`src/rtl/cp0_regfile_if.sv`:
```
// Bundle between the CP0 register file and its clients: the pipeline (mtc0/mfc0/eret)
// and the exception controller (exception commit, Status/Cause feedback).
interface cp0_regfile_if;
  // Pipeline side
  logic        mtc0_we;
  logic [4:0]  mtc0_addr;
  logic [31:0] mtc0_data;
  logic [4:0]  mfc0_addr;
  logic [31:0] mfc0_data;
  logic        eret;

  // Exception controller side
  logic        exception;
  logic        we_cause;
  logic        we_epc;
  logic        inc_epc;
  logic [31:0] in_status;
  logic [31:0] in_cause;
  logic [31:0] exc_inst_pc;
  logic        we_badvaddr;
  logic [31:0] bad_vaddr;

  // External interrupt lines
  logic [4:0]  irq;

  // State fed back to the rest of the core
  logic [31:0] status;
  logic [31:0] cause;
  logic [31:0] epc;
  logic [31:0] exc_pc;
  logic        int_pending;
  logic        timer_int;

  modport master (
    output mtc0_we, mtc0_addr, mtc0_data, mfc0_addr, eret,
           exception, we_cause, we_epc, inc_epc, in_status, in_cause,
           exc_inst_pc, we_badvaddr, bad_vaddr, irq,
    input  mfc0_data, status, cause, epc, exc_pc, int_pending, timer_int
  );

  modport slave (
    input  mtc0_we, mtc0_addr, mtc0_data, mfc0_addr, eret,
           exception, we_cause, we_epc, inc_epc, in_status, in_cause,
           exc_inst_pc, we_badvaddr, bad_vaddr, irq,
    output mfc0_data, status, cause, epc, exc_pc, int_pending, timer_int
  );
endinterface

```
`src/rtl/cp0_regfile.sv`:
```
// Coprocessor-0 register file: BadVAddr, Count, Compare, Status, Cause, EPC,
// the Count/Compare timer and registered sampling of the external IRQ lines.
module cp0_regfile #(
  parameter int unsigned COUNT_DIV  = 1,
  parameter logic [31:0] EXC_VECTOR = 32'h8000_0180
) (
  input logic          clk,
  input logic          rst,
  cp0_regfile_if.slave bus
);

  localparam logic [4:0] REG_BADVADDR = 5'd8;
  localparam logic [4:0] REG_COUNT    = 5'd9;
  localparam logic [4:0] REG_COMPARE  = 5'd11;
  localparam logic [4:0] REG_STATUS   = 5'd12;
  localparam logic [4:0] REG_CAUSE    = 5'd13;
  localparam logic [4:0] REG_EPC      = 5'd14;

  localparam logic [3:0] DIV_LAST = 4'(COUNT_DIV - 1);

  logic [31:0] badvaddr, badvaddr_nxt;
  logic [31:0] count,    count_nxt;
  logic [31:0] compare,  compare_nxt;
  logic [31:0] status,   status_nxt;
  logic [31:0] cause,    cause_nxt;
  logic [31:0] epc,      epc_nxt;
  logic [3:0]  div_cnt,  div_cnt_nxt;

  logic        mtc0_ok;
  logic        wr_count, wr_compare, wr_status, wr_cause, wr_epc;
  logic        tick;
  logic [31:0] count_inc;
  logic        timer_match;

  // An mtc0 only lands when neither an exception nor an eret claims the same edge.
  assign mtc0_ok    = bus.mtc0_we & ~bus.exception & ~bus.eret;
  assign wr_count   = mtc0_ok && (bus.mtc0_addr == REG_COUNT);
  assign wr_compare = mtc0_ok && (bus.mtc0_addr == REG_COMPARE);
  assign wr_status  = mtc0_ok && (bus.mtc0_addr == REG_STATUS);
  assign wr_cause   = mtc0_ok && (bus.mtc0_addr == REG_CAUSE);
  assign wr_epc     = mtc0_ok && (bus.mtc0_addr == REG_EPC);

  assign tick        = (div_cnt == DIV_LAST);
  assign count_inc   = count + 32'd1;
  assign timer_match = tick & ~wr_count & (count_inc == compare);

  // NOTE: every variable assigned in an always_comb gets a default on entry,
  // otherwise a path that skips the assignment infers a latch.
  always_comb begin
    status_nxt = status;
    if (bus.exception)
      status_nxt = bus.in_status;
    else if (bus.eret)
      status_nxt[1] = 1'b0;
    else if (wr_status)
      status_nxt = bus.mtc0_data;
  end

  always_comb begin
    epc_nxt = epc;
    if (bus.exception && bus.we_epc)
      epc_nxt = bus.inc_epc ? bus.exc_inst_pc - 32'd4 : bus.exc_inst_pc;
    else if (wr_epc)
      epc_nxt = bus.mtc0_data;
  end

  always_comb begin
    badvaddr_nxt = badvaddr;
    if (bus.exception && bus.we_badvaddr)
      badvaddr_nxt = bus.bad_vaddr;
  end

  always_comb begin
    compare_nxt = wr_compare ? bus.mtc0_data : compare;
  end

  always_comb begin
    count_nxt   = count;
    div_cnt_nxt = div_cnt + 4'd1;
    if (wr_count) begin
      count_nxt   = bus.mtc0_data;
      div_cnt_nxt = 4'd0;
    end else if (tick) begin
      count_nxt   = count_inc;
      div_cnt_nxt = 4'd0;
    end
  end

  // Bits [15:10] are owned by hardware (timer and IRQ lines) whatever software
  // or the exception controller tries to write there.
  always_comb begin
    cause_nxt = cause;
    if (bus.exception && bus.we_cause)
      cause_nxt = bus.in_cause;
    if (bus.exception && bus.we_epc)
      cause_nxt[31] = bus.inc_epc;
    if (wr_cause)
      cause_nxt[9:8] = bus.mtc0_data[9:8];
    cause_nxt[14:10] = bus.irq;
    cause_nxt[15]    = wr_compare ? 1'b0 : (cause[15] | timer_match);
  end

  // NOTE: state registers use non-blocking assignments so every register
  // samples the pre-edge value of the others, independent of statement order.
  always_ff @(posedge clk) begin
    if (rst) begin
      badvaddr <= '0;
      count    <= '0;
      compare  <= 32'hFFFF_FFFF;
      status   <= '0;
      cause    <= '0;
      epc      <= '0;
      div_cnt  <= '0;
    end else begin
      badvaddr <= badvaddr_nxt;
      count    <= count_nxt;
      compare  <= compare_nxt;
      status   <= status_nxt;
      cause    <= cause_nxt;
      epc      <= epc_nxt;
      div_cnt  <= div_cnt_nxt;
    end
  end

  always_comb begin
    unique case (bus.mfc0_addr)
      REG_BADVADDR: bus.mfc0_data = badvaddr;
      REG_COUNT:    bus.mfc0_data = count;
      REG_COMPARE:  bus.mfc0_data = compare;
      REG_STATUS:   bus.mfc0_data = status;
      REG_CAUSE:    bus.mfc0_data = cause;
      REG_EPC:      bus.mfc0_data = epc;
      default:      bus.mfc0_data = '0;
    endcase
  end

  assign bus.status      = status;
  assign bus.cause       = cause;
  assign bus.epc         = epc;
  assign bus.exc_pc      = EXC_VECTOR;
  assign bus.timer_int   = cause[15];
  assign bus.int_pending = status[0] & ~status[1] & (|(cause[15:8] & status[15:8]));

endmodule

```
`src/flat_wrapper.sv`:
```
// flat-port wrapper written by rule: the top's interface ports become plain ports
module cp0_regfile_flat 
#(
  parameter int unsigned COUNT_DIV  = 1,
  parameter logic [31:0] EXC_VECTOR = 32'h8000_0180
)
  (clk, rst, bus_mtc0_we, bus_mtc0_addr, bus_mtc0_data, bus_mfc0_addr, bus_eret, bus_exception, bus_we_cause, bus_we_epc, bus_inc_epc, bus_in_status, bus_in_cause, bus_exc_inst_pc, bus_we_badvaddr, bus_bad_vaddr, bus_irq, bus_mfc0_data, bus_status, bus_cause, bus_epc, bus_exc_pc, bus_int_pending, bus_timer_int);
  cp0_regfile_if bus_i ();
  input logic clk;
  input logic rst;
  input wire logic [$bits(bus_i.mtc0_we)-1:0] bus_mtc0_we;
  input wire logic [$bits(bus_i.mtc0_addr)-1:0] bus_mtc0_addr;
  input wire logic [$bits(bus_i.mtc0_data)-1:0] bus_mtc0_data;
  input wire logic [$bits(bus_i.mfc0_addr)-1:0] bus_mfc0_addr;
  input wire logic [$bits(bus_i.eret)-1:0] bus_eret;
  input wire logic [$bits(bus_i.exception)-1:0] bus_exception;
  input wire logic [$bits(bus_i.we_cause)-1:0] bus_we_cause;
  input wire logic [$bits(bus_i.we_epc)-1:0] bus_we_epc;
  input wire logic [$bits(bus_i.inc_epc)-1:0] bus_inc_epc;
  input wire logic [$bits(bus_i.in_status)-1:0] bus_in_status;
  input wire logic [$bits(bus_i.in_cause)-1:0] bus_in_cause;
  input wire logic [$bits(bus_i.exc_inst_pc)-1:0] bus_exc_inst_pc;
  input wire logic [$bits(bus_i.we_badvaddr)-1:0] bus_we_badvaddr;
  input wire logic [$bits(bus_i.bad_vaddr)-1:0] bus_bad_vaddr;
  input wire logic [$bits(bus_i.irq)-1:0] bus_irq;
  output wire logic [$bits(bus_i.mfc0_data)-1:0] bus_mfc0_data;
  output wire logic [$bits(bus_i.status)-1:0] bus_status;
  output wire logic [$bits(bus_i.cause)-1:0] bus_cause;
  output wire logic [$bits(bus_i.epc)-1:0] bus_epc;
  output wire logic [$bits(bus_i.exc_pc)-1:0] bus_exc_pc;
  output wire logic [$bits(bus_i.int_pending)-1:0] bus_int_pending;
  output wire logic [$bits(bus_i.timer_int)-1:0] bus_timer_int;
  assign bus_i.mtc0_we = bus_mtc0_we;
  assign bus_i.mtc0_addr = bus_mtc0_addr;
  assign bus_i.mtc0_data = bus_mtc0_data;
  assign bus_i.mfc0_addr = bus_mfc0_addr;
  assign bus_i.eret = bus_eret;
  assign bus_i.exception = bus_exception;
  assign bus_i.we_cause = bus_we_cause;
  assign bus_i.we_epc = bus_we_epc;
  assign bus_i.inc_epc = bus_inc_epc;
  assign bus_i.in_status = bus_in_status;
  assign bus_i.in_cause = bus_in_cause;
  assign bus_i.exc_inst_pc = bus_exc_inst_pc;
  assign bus_i.we_badvaddr = bus_we_badvaddr;
  assign bus_i.bad_vaddr = bus_bad_vaddr;
  assign bus_i.irq = bus_irq;
  assign bus_mfc0_data = bus_i.mfc0_data;
  assign bus_status = bus_i.status;
  assign bus_cause = bus_i.cause;
  assign bus_epc = bus_i.epc;
  assign bus_exc_pc = bus_i.exc_pc;
  assign bus_int_pending = bus_i.int_pending;
  assign bus_timer_int = bus_i.timer_int;
  cp0_regfile #(.COUNT_DIV(COUNT_DIV), .EXC_VECTOR(EXC_VECTOR)) u_core (.clk(clk), .rst(rst), .bus(bus_i));
endmodule
```
`config.mk`:
```
export PLATFORM = sky130hd
export DESIGN_NAME = cp0_regfile_flat
export DESIGN_NICKNAME = d
export VERILOG_FILES = /design/src/rtl/cp0_regfile_if.sv /design/src/rtl/cp0_regfile.sv /design/src/flat_wrapper.sv
export SDC_FILE = /design/constraint.sdc
export NUM_CORES = 1
export LEC_CHECK = 0
export CORE_ASPECT_RATIO = 1.4
export CORE_UTILIZATION = 46
export CTS_CLUSTER_SIZE = 12
export DETAILED_ROUTE_END_ITERATION = 16
export MAX_ROUTING_LAYER = met4
export PLACE_DENSITY_LB_ADDON = 0.05
export REMOVE_ABC_BUFFERS = 1
export SLEW_MARGIN = 20
export SYNTH_ARGS = -nofsm -noshare
export SYNTH_HDL_FRONTEND = slang
export SYNTH_SLANG_ARGS = --single-unit
```
`constraint.sdc`:
```
create_clock -name clk -period 5.7 [get_ports clk]
set_input_delay 1.425 -clock clk [delete_from_list [all_inputs] [get_ports clk]]
set_output_delay 1.425 -clock clk [all_outputs]
set_load 0.1 [all_outputs]
```
**Word level (Yosys, flattened, before mapping)**

Cells that the tools add are included.

- $add $sub $neg: 3
- Equal/unequal tests: 13
- Multiplexer cells: 14
- Bitwise operators: 12
- Reduce and logical (&&, ||, !) cells: 19

Operators by type and width:

| kind | count |
|---|---|
| $mux W32 | 8 |
| $pmux W32 S6 | 1 |
| $eq A5 B4 Y1 const B | 11 |
| $add A32 B1 Y32 const B | 1 |
| $eq A32 B32 Y1 | 1 |
| $sub A32 B3 Y32 const B | 1 |
| $mux W30 | 1 |
| $reduce_bool A2 Y1 | 5 |
| $and A8 B8 Y8 | 1 |
| $logic_and A1 B1 Y1 | 8 |
| $reduce_or A8 Y1 | 1 |
| $and A1 B1 Y1 | 6 |
| $add A4 B1 Y4 const B | 1 |
| $logic_not A4 Y1 | 1 |
| $not A1 Y1 | 4 |
| $mux W1 | 3 |
| $reduce_bool A3 Y1 | 1 |
| $reduce_or A3 Y1 | 1 |
| $mux W2 | 1 |
| $ne A2 B1 Y1 const B | 1 |
| $reduce_and A2 Y1 | 1 |
| $reduce_or A2 Y1 | 1 |
| $or A1 B1 Y1 | 1 |

- Flip-flop bits (word level): 196
- Bits of input ports: 184
- Output and inout port bits: 162
- Word-level logic and storage cells: 73

**Longest topological paths before layout**

- Word-level depth: 8
- Depth in mapped cells: 10
- Depth with buffers taken out: 9

**Worst setup path after synthesis**

Ideal clock, no wire load.

- Kind: register -> output
- From: reg u_core.cause[15] (netlist: u_core.bus.cause[15])
- To: out bus_int_pending
- Data arrival time: 3.721 ns
- Data required time: 4.275 ns
- Path slack: 0.554 ns
- Stages on the path, launching flop included: 3
- Path buffers: 0
- Cells stage by stage: dfxtp_1 -> a22oi_1 -> a311oi_1

- Cells in the longest elaborated chain, start to end: 3

RTL lines:

| what | line | source |
|---|---|---|
| start: declaration | cp0_regfile.sv:25 | `logic [31:0] cause, cause_nxt;` |
| start signal: assignment | cp0_regfile.sv:119 | `cause <= cause_nxt;` |
| $and A8 B8 Y8 | cp0_regfile.sv:142 | `assign bus.int_pending = status[0] & ~status[1] & (\|(cause[15:8] & status[15:8]));` |
| $reduce_or A8 Y1 | cp0_regfile.sv:142 |  |
| $and A1 B1 Y1 | cp0_regfile.sv:142 |  |
| end: declaration | flat_wrapper.sv:31 | `output wire logic [$bits(bus_i.int_pending)-1:0] bus_int_pending;` |

Every way passes these cells.

**Final worst setup path**

- From: in bus_mfc0_addr[2]
- To: out bus_mfc0_data[4]

- Cells in the longest elaborated chain, start to end: 2

RTL lines:

| what | line | source |
|---|---|---|
| start: declaration | flat_wrapper.sv:14 | `input wire logic [$bits(bus_i.mfc0_addr)-1:0] bus_mfc0_addr;` |
| $eq A5 B4 Y1 | cp0_regfile.sv:126 | `unique case (bus.mfc0_addr)` |
| $pmux W32 S6 (*) | cp0_regfile.sv:126 |  |
| end: declaration | flat_wrapper.sv:26 | `output wire logic [$bits(bus_i.mfc0_data)-1:0] bus_mfc0_data;` |

Mark *: on every way between the ends. The rest lies on a longest branch, timed or not.

==> impl_metrics.env <==
export IMPL_synth_edf_count=0
export IMPL_ys_seq_area_frac=0.3662
export IMPL_drtPass1Iterations=5
export IMPL_cp_arrival_ns=3.45
export IMPL_ys_flop_type="dfxtp_1"
export IMPL_met2WireLength_um=20380
export IMPL_drt_iter0_drc=799
export IMPL_timing_fmax_mhz=205.3
export IMPL_async_flop_share=0
export IMPL_synth_area_um2=10720
export IMPL_yosysWarnings=0
export IMPL_cp_start_kind="input pin"
export IMPL_postCtsResizedCells=0
export IMPL_track_usage=0.3397
export IMPL_grt_overflow=0
export IMPL_reg2reg_depth=8
export IMPL_syn_inst=1356
export IMPL_numPortBuffers=307
export IMPL_p_leak_nw=5.029
export IMPL_ios=346
export IMPL_fin_nets=1774
export IMPL_min_path_type="reg2reg"
export IMPL_outcome="finished, final reports clean"
export IMPL_top_layer="met4"
export IMPL_slew_headroom=0.1995
export IMPL_rsz0062_at_grt="no"
export IMPL_root_buffer="clkbuf_16"
export IMPL_detail_route_vias_per_cell=5.897
export IMPL_max_stage_delay_ns=0.60
export IMPL_cts_buffers=17
export IMPL_gp_congestion=0.8997
export IMPL_dpl_cell_area_um2=14100
export IMPL_crit_family="buffers and inverters"
export IMPL_total_power_mw=3.535
export IMPL_r2r_end="u_core.bus.cause[15]$_SDFF_PP0_"
export IMPL_tritoncts="yes"
export IMPL_clk_latency_ns=0.45
export IMPL_coreArea_um2=22690
export IMPL_synth_cell_types=59
export IMPL_maxCapViolCount=0
export IMPL_holdBufCountCts=0
export IMPL_drcViolationCount=0
export IMPL_holdPathStages=2
export IMPL_vias=11211
export IMPL_initial_core_util=0.4722
export IMPL_worst_slew_pin_slew_ns=1.201
export IMPL_regToRegStartpoint="u_core.count[2]$_SDFFE_PP0P_"
export IMPL_grt_pass1_wl_um=59070
export IMPL_crit_slowest_cell="clkdlybuf4s50_1"
export IMPL_finish_instance_area_um2=14680
export IMPL_hp_start="u_core.badvaddr[17]$_SDFFE_PP0P_"
export IMPL_hpwl_um=26970
export IMPL_grt_pass1_vias=10729
export IMPL_antenna_found_initial=1
export IMPL_met1_length_um=14890
export IMPL_grt_max_degree=71
export IMPL_dieArea_um2=23920
export IMPL_period_minus_slack_ns=4.870
export IMPL_r2r_slack_ns=2.19
export IMPL_min_period_over_period=0.8544
export IMPL_wire_per_inst_um=20.85
export IMPL_drive_gt1_frac=0.07255
export IMPL_clkTransAtPathRegs_ns=0.06
export IMPL_max_clock_path_buffers=2
export IMPL_holdPathEnd="u_core.badvaddr[17]$_SDFFE_PP0P_"
export IMPL_crit_buf_inv=3
export IMPL_area_growth_pct=37.04
export IMPL_cts_setup_buffers=0
export IMPL_fin_skew_ns=0.01335
export IMPL_cp_max_fo=32
export IMPL_row_count=65
export IMPL_fp_dieW_um=131.0
export IMPL_slew_violations=0
export IMPL_setup_viol=0
export IMPL_critPathKind="in2out"
export IMPL_die_height_um=182.6
export IMPL_avgSynthCellArea_um2=7.902
export IMPL_drtAntennaViolNets=0
export IMPL_endpoint_kind="output pin"
export IMPL_cts_sinks=196
export IMPL_htree_levels=4
export IMPL_peakVddDrop_mv=0.2042
export IMPL_worst_ep_required_time_ns=4.28
export IMPL_path_cells="clkdlybuf4s50_1 -> nand3b_1 -> nor3_2 -> buf_4 -> a22oi_1 -> nand3_1 -> buf_12"
export IMPL_ys_seq_elements=196
export IMPL_wl_met3_um=2736
export IMPL_wirelength_um=39640
export IMPL_power_density_nw_per_um2=240.7
export IMPL_hold_violations=0
-- cell usage in the layout (no fill, tap or decap), drive strengths merged, types with 8 or more instances in the layout --
cell type | netlist | final
a211o | 32 | 32
a211oi | 31 | 31
a21oi | 94 | 94
a221oi | 8 | 8
a22oi | 129 | 129
a311oi | 31 | 31
buf | 51 | 55
clkbuf | 96 | 19
clkdlybuf4s50 | 0 | 273
conb | 2 | 32
dfxtp | 196 | 196
inv | 11 | 14
nand2 | 229 | 229
nand3 | 59 | 59
nand4 | 17 | 17
nor2 | 101 | 101
nor2b | 39 | 39
nor3 | 31 | 31
nor4 | 14 | 14
o21ai | 12 | 12
or3 | 12 | 12
xnor2 | 50 | 50
xor2 | 49 | 49
-- worst reg2reg max path, stage by stage (launching register included) --
cell,delay [ns]
dfxtp_1,0.49
nand4_1,0.37
nor4_2,0.98
nand3_1,0.25
xnor2_1,0.19
a211oi_1,0.39
nand4_1,0.16
or4_1,0.53
o21ai_1,0.08
-- kinds of logic (layout without fill, tap and decap cells) --
group           count (synthesis)  after routing  synth area share
compound gates                353            353            0.2307
buf+inv                       158            371           0.07006
xor+xnor                       99             99           0.08092
mux                             4              4          0.003737
other cells                     2             33         0.0007009
fa+ha+maj                       4              4          0.004671
simple gates                  540            540            0.2430
flops                         196            196            0.3662
-- stage by stage --
| step | instances | setup TNS, ns | utilization | setup slack [ns] | hold slack (ns) |
|---|---|---|---|---|---|
| 6_report | 1901 | 0 | 0.6471 | 0.8300 | 0.4536 |
| 2_1_floorplan | 1239 | -38.25 | - | -0.9566 | 0.4300 |
| 3_5_place_dp | 1868 | 0 | 0.6216 | 0.8768 | 0.4460 |
| 4_1_cts | 1900 | 0 | 0.6470 | 0.8605 | 0.4566 |
| 3_3_place_gp | 1868 | 0 | 0.6216 | 0.9209 | 0.4420 |
| 5_1_grt | 1901 | 0 | 0.6471 | 0.7718 | 0.4698 |
-- state kept, by name, summed over array words and instances, names as in the netlist --
register / flops
u_core.bus.epc: 32
u_core.bus.cause: 32
u_core.compare: 32
u_core.bus.status: 32
u_core.badvaddr: 32
u_core.count: 32
u_core.div_cnt: 4
-- Yosys cell counts, types with 6 or more instances --
master | number | area, um^2
or3_1 | 11 | 68.82
nor2b_1 | 39 | 244.0
buf_4 | 37 | 277.8
dfxtp_1 | 196 | 3924
xnor2_1 | 50 | 437.9
inv_1 | 11 | 41.29
a221oi_1 | 8 | 70.07
nand2b_1 | 6 | 37.54
clkbuf_1 | 94 | 352.8
a21oi_1 | 94 | 470.5
buf_2 | 13 | 65.06
o21ai_0 | 10 | 50.05
nand3_1 | 57 | 285.3
nand4_1 | 15 | 93.84
a311oi_1 | 31 | 271.5
a22oi_1 | 129 | 968.4
nor3_1 | 28 | 140.1
nor2_1 | 101 | 379.1
a211o_1 | 32 | 280.3
a211oi_1 | 31 | 232.7
nor4_1 | 13 | 81.33
nand2_1 | 228 | 855.8
xor2_1 | 49 | 429.2
-- area by class of cell --
type / instances / area (um^2)
Inverter: 11 / 41.29
Sequential cell: 196 / 3924
Multi-Input combinational cell: 1032 / 6216
Timing Repair Buffer: 328 / 3547
Antenna cell: 1 / 2.502
Clock buffer: 19 / 452.9
Clock inverter: 13 / 123.9
Fill cell: 1992 / 8006
Tap cell: 301 / 376.6
-- metal layers --
metal / track usage / vias up
met2: 0.5875 / 482
met1: 0.3667 / 5368
met5: - / -
li1: - / 5248
met4: 0.1605 / 0
met3: 0.06743 / 113
-- where the power goes --
group / internal, mW / total, mW / switching, mW
logic: 0.259 / 0.870 / 0.610
clock network: 0.631 / 1.20 / 0.567
registers: 1.42 / 1.47 / 0.0460
total: 2.31 / 3.53 / 1.22
-- how the worst max path moves through the flow --
stage | from | end | slack [ns] | depth (start not counted)
floorplan | bus_mfc0_addr[3] | bus_mfc0_data[0] | -0.96 | 4
global placement | bus_mfc0_addr[2] | bus_mfc0_data[4] | 0.92 | 7
detailed placement | bus_mfc0_addr[2] | bus_mfc0_data[4] | 0.88 | 7
CTS | bus_mfc0_addr[2] | bus_mfc0_data[4] | 0.86 | 7
global route | bus_mfc0_addr[3] | bus_mfc0_data[13] | 0.77 | 7
finish | bus_mfc0_addr[2] | bus_mfc0_data[4] | 0.83 | 7
Power figures use the tool's default switching activity.
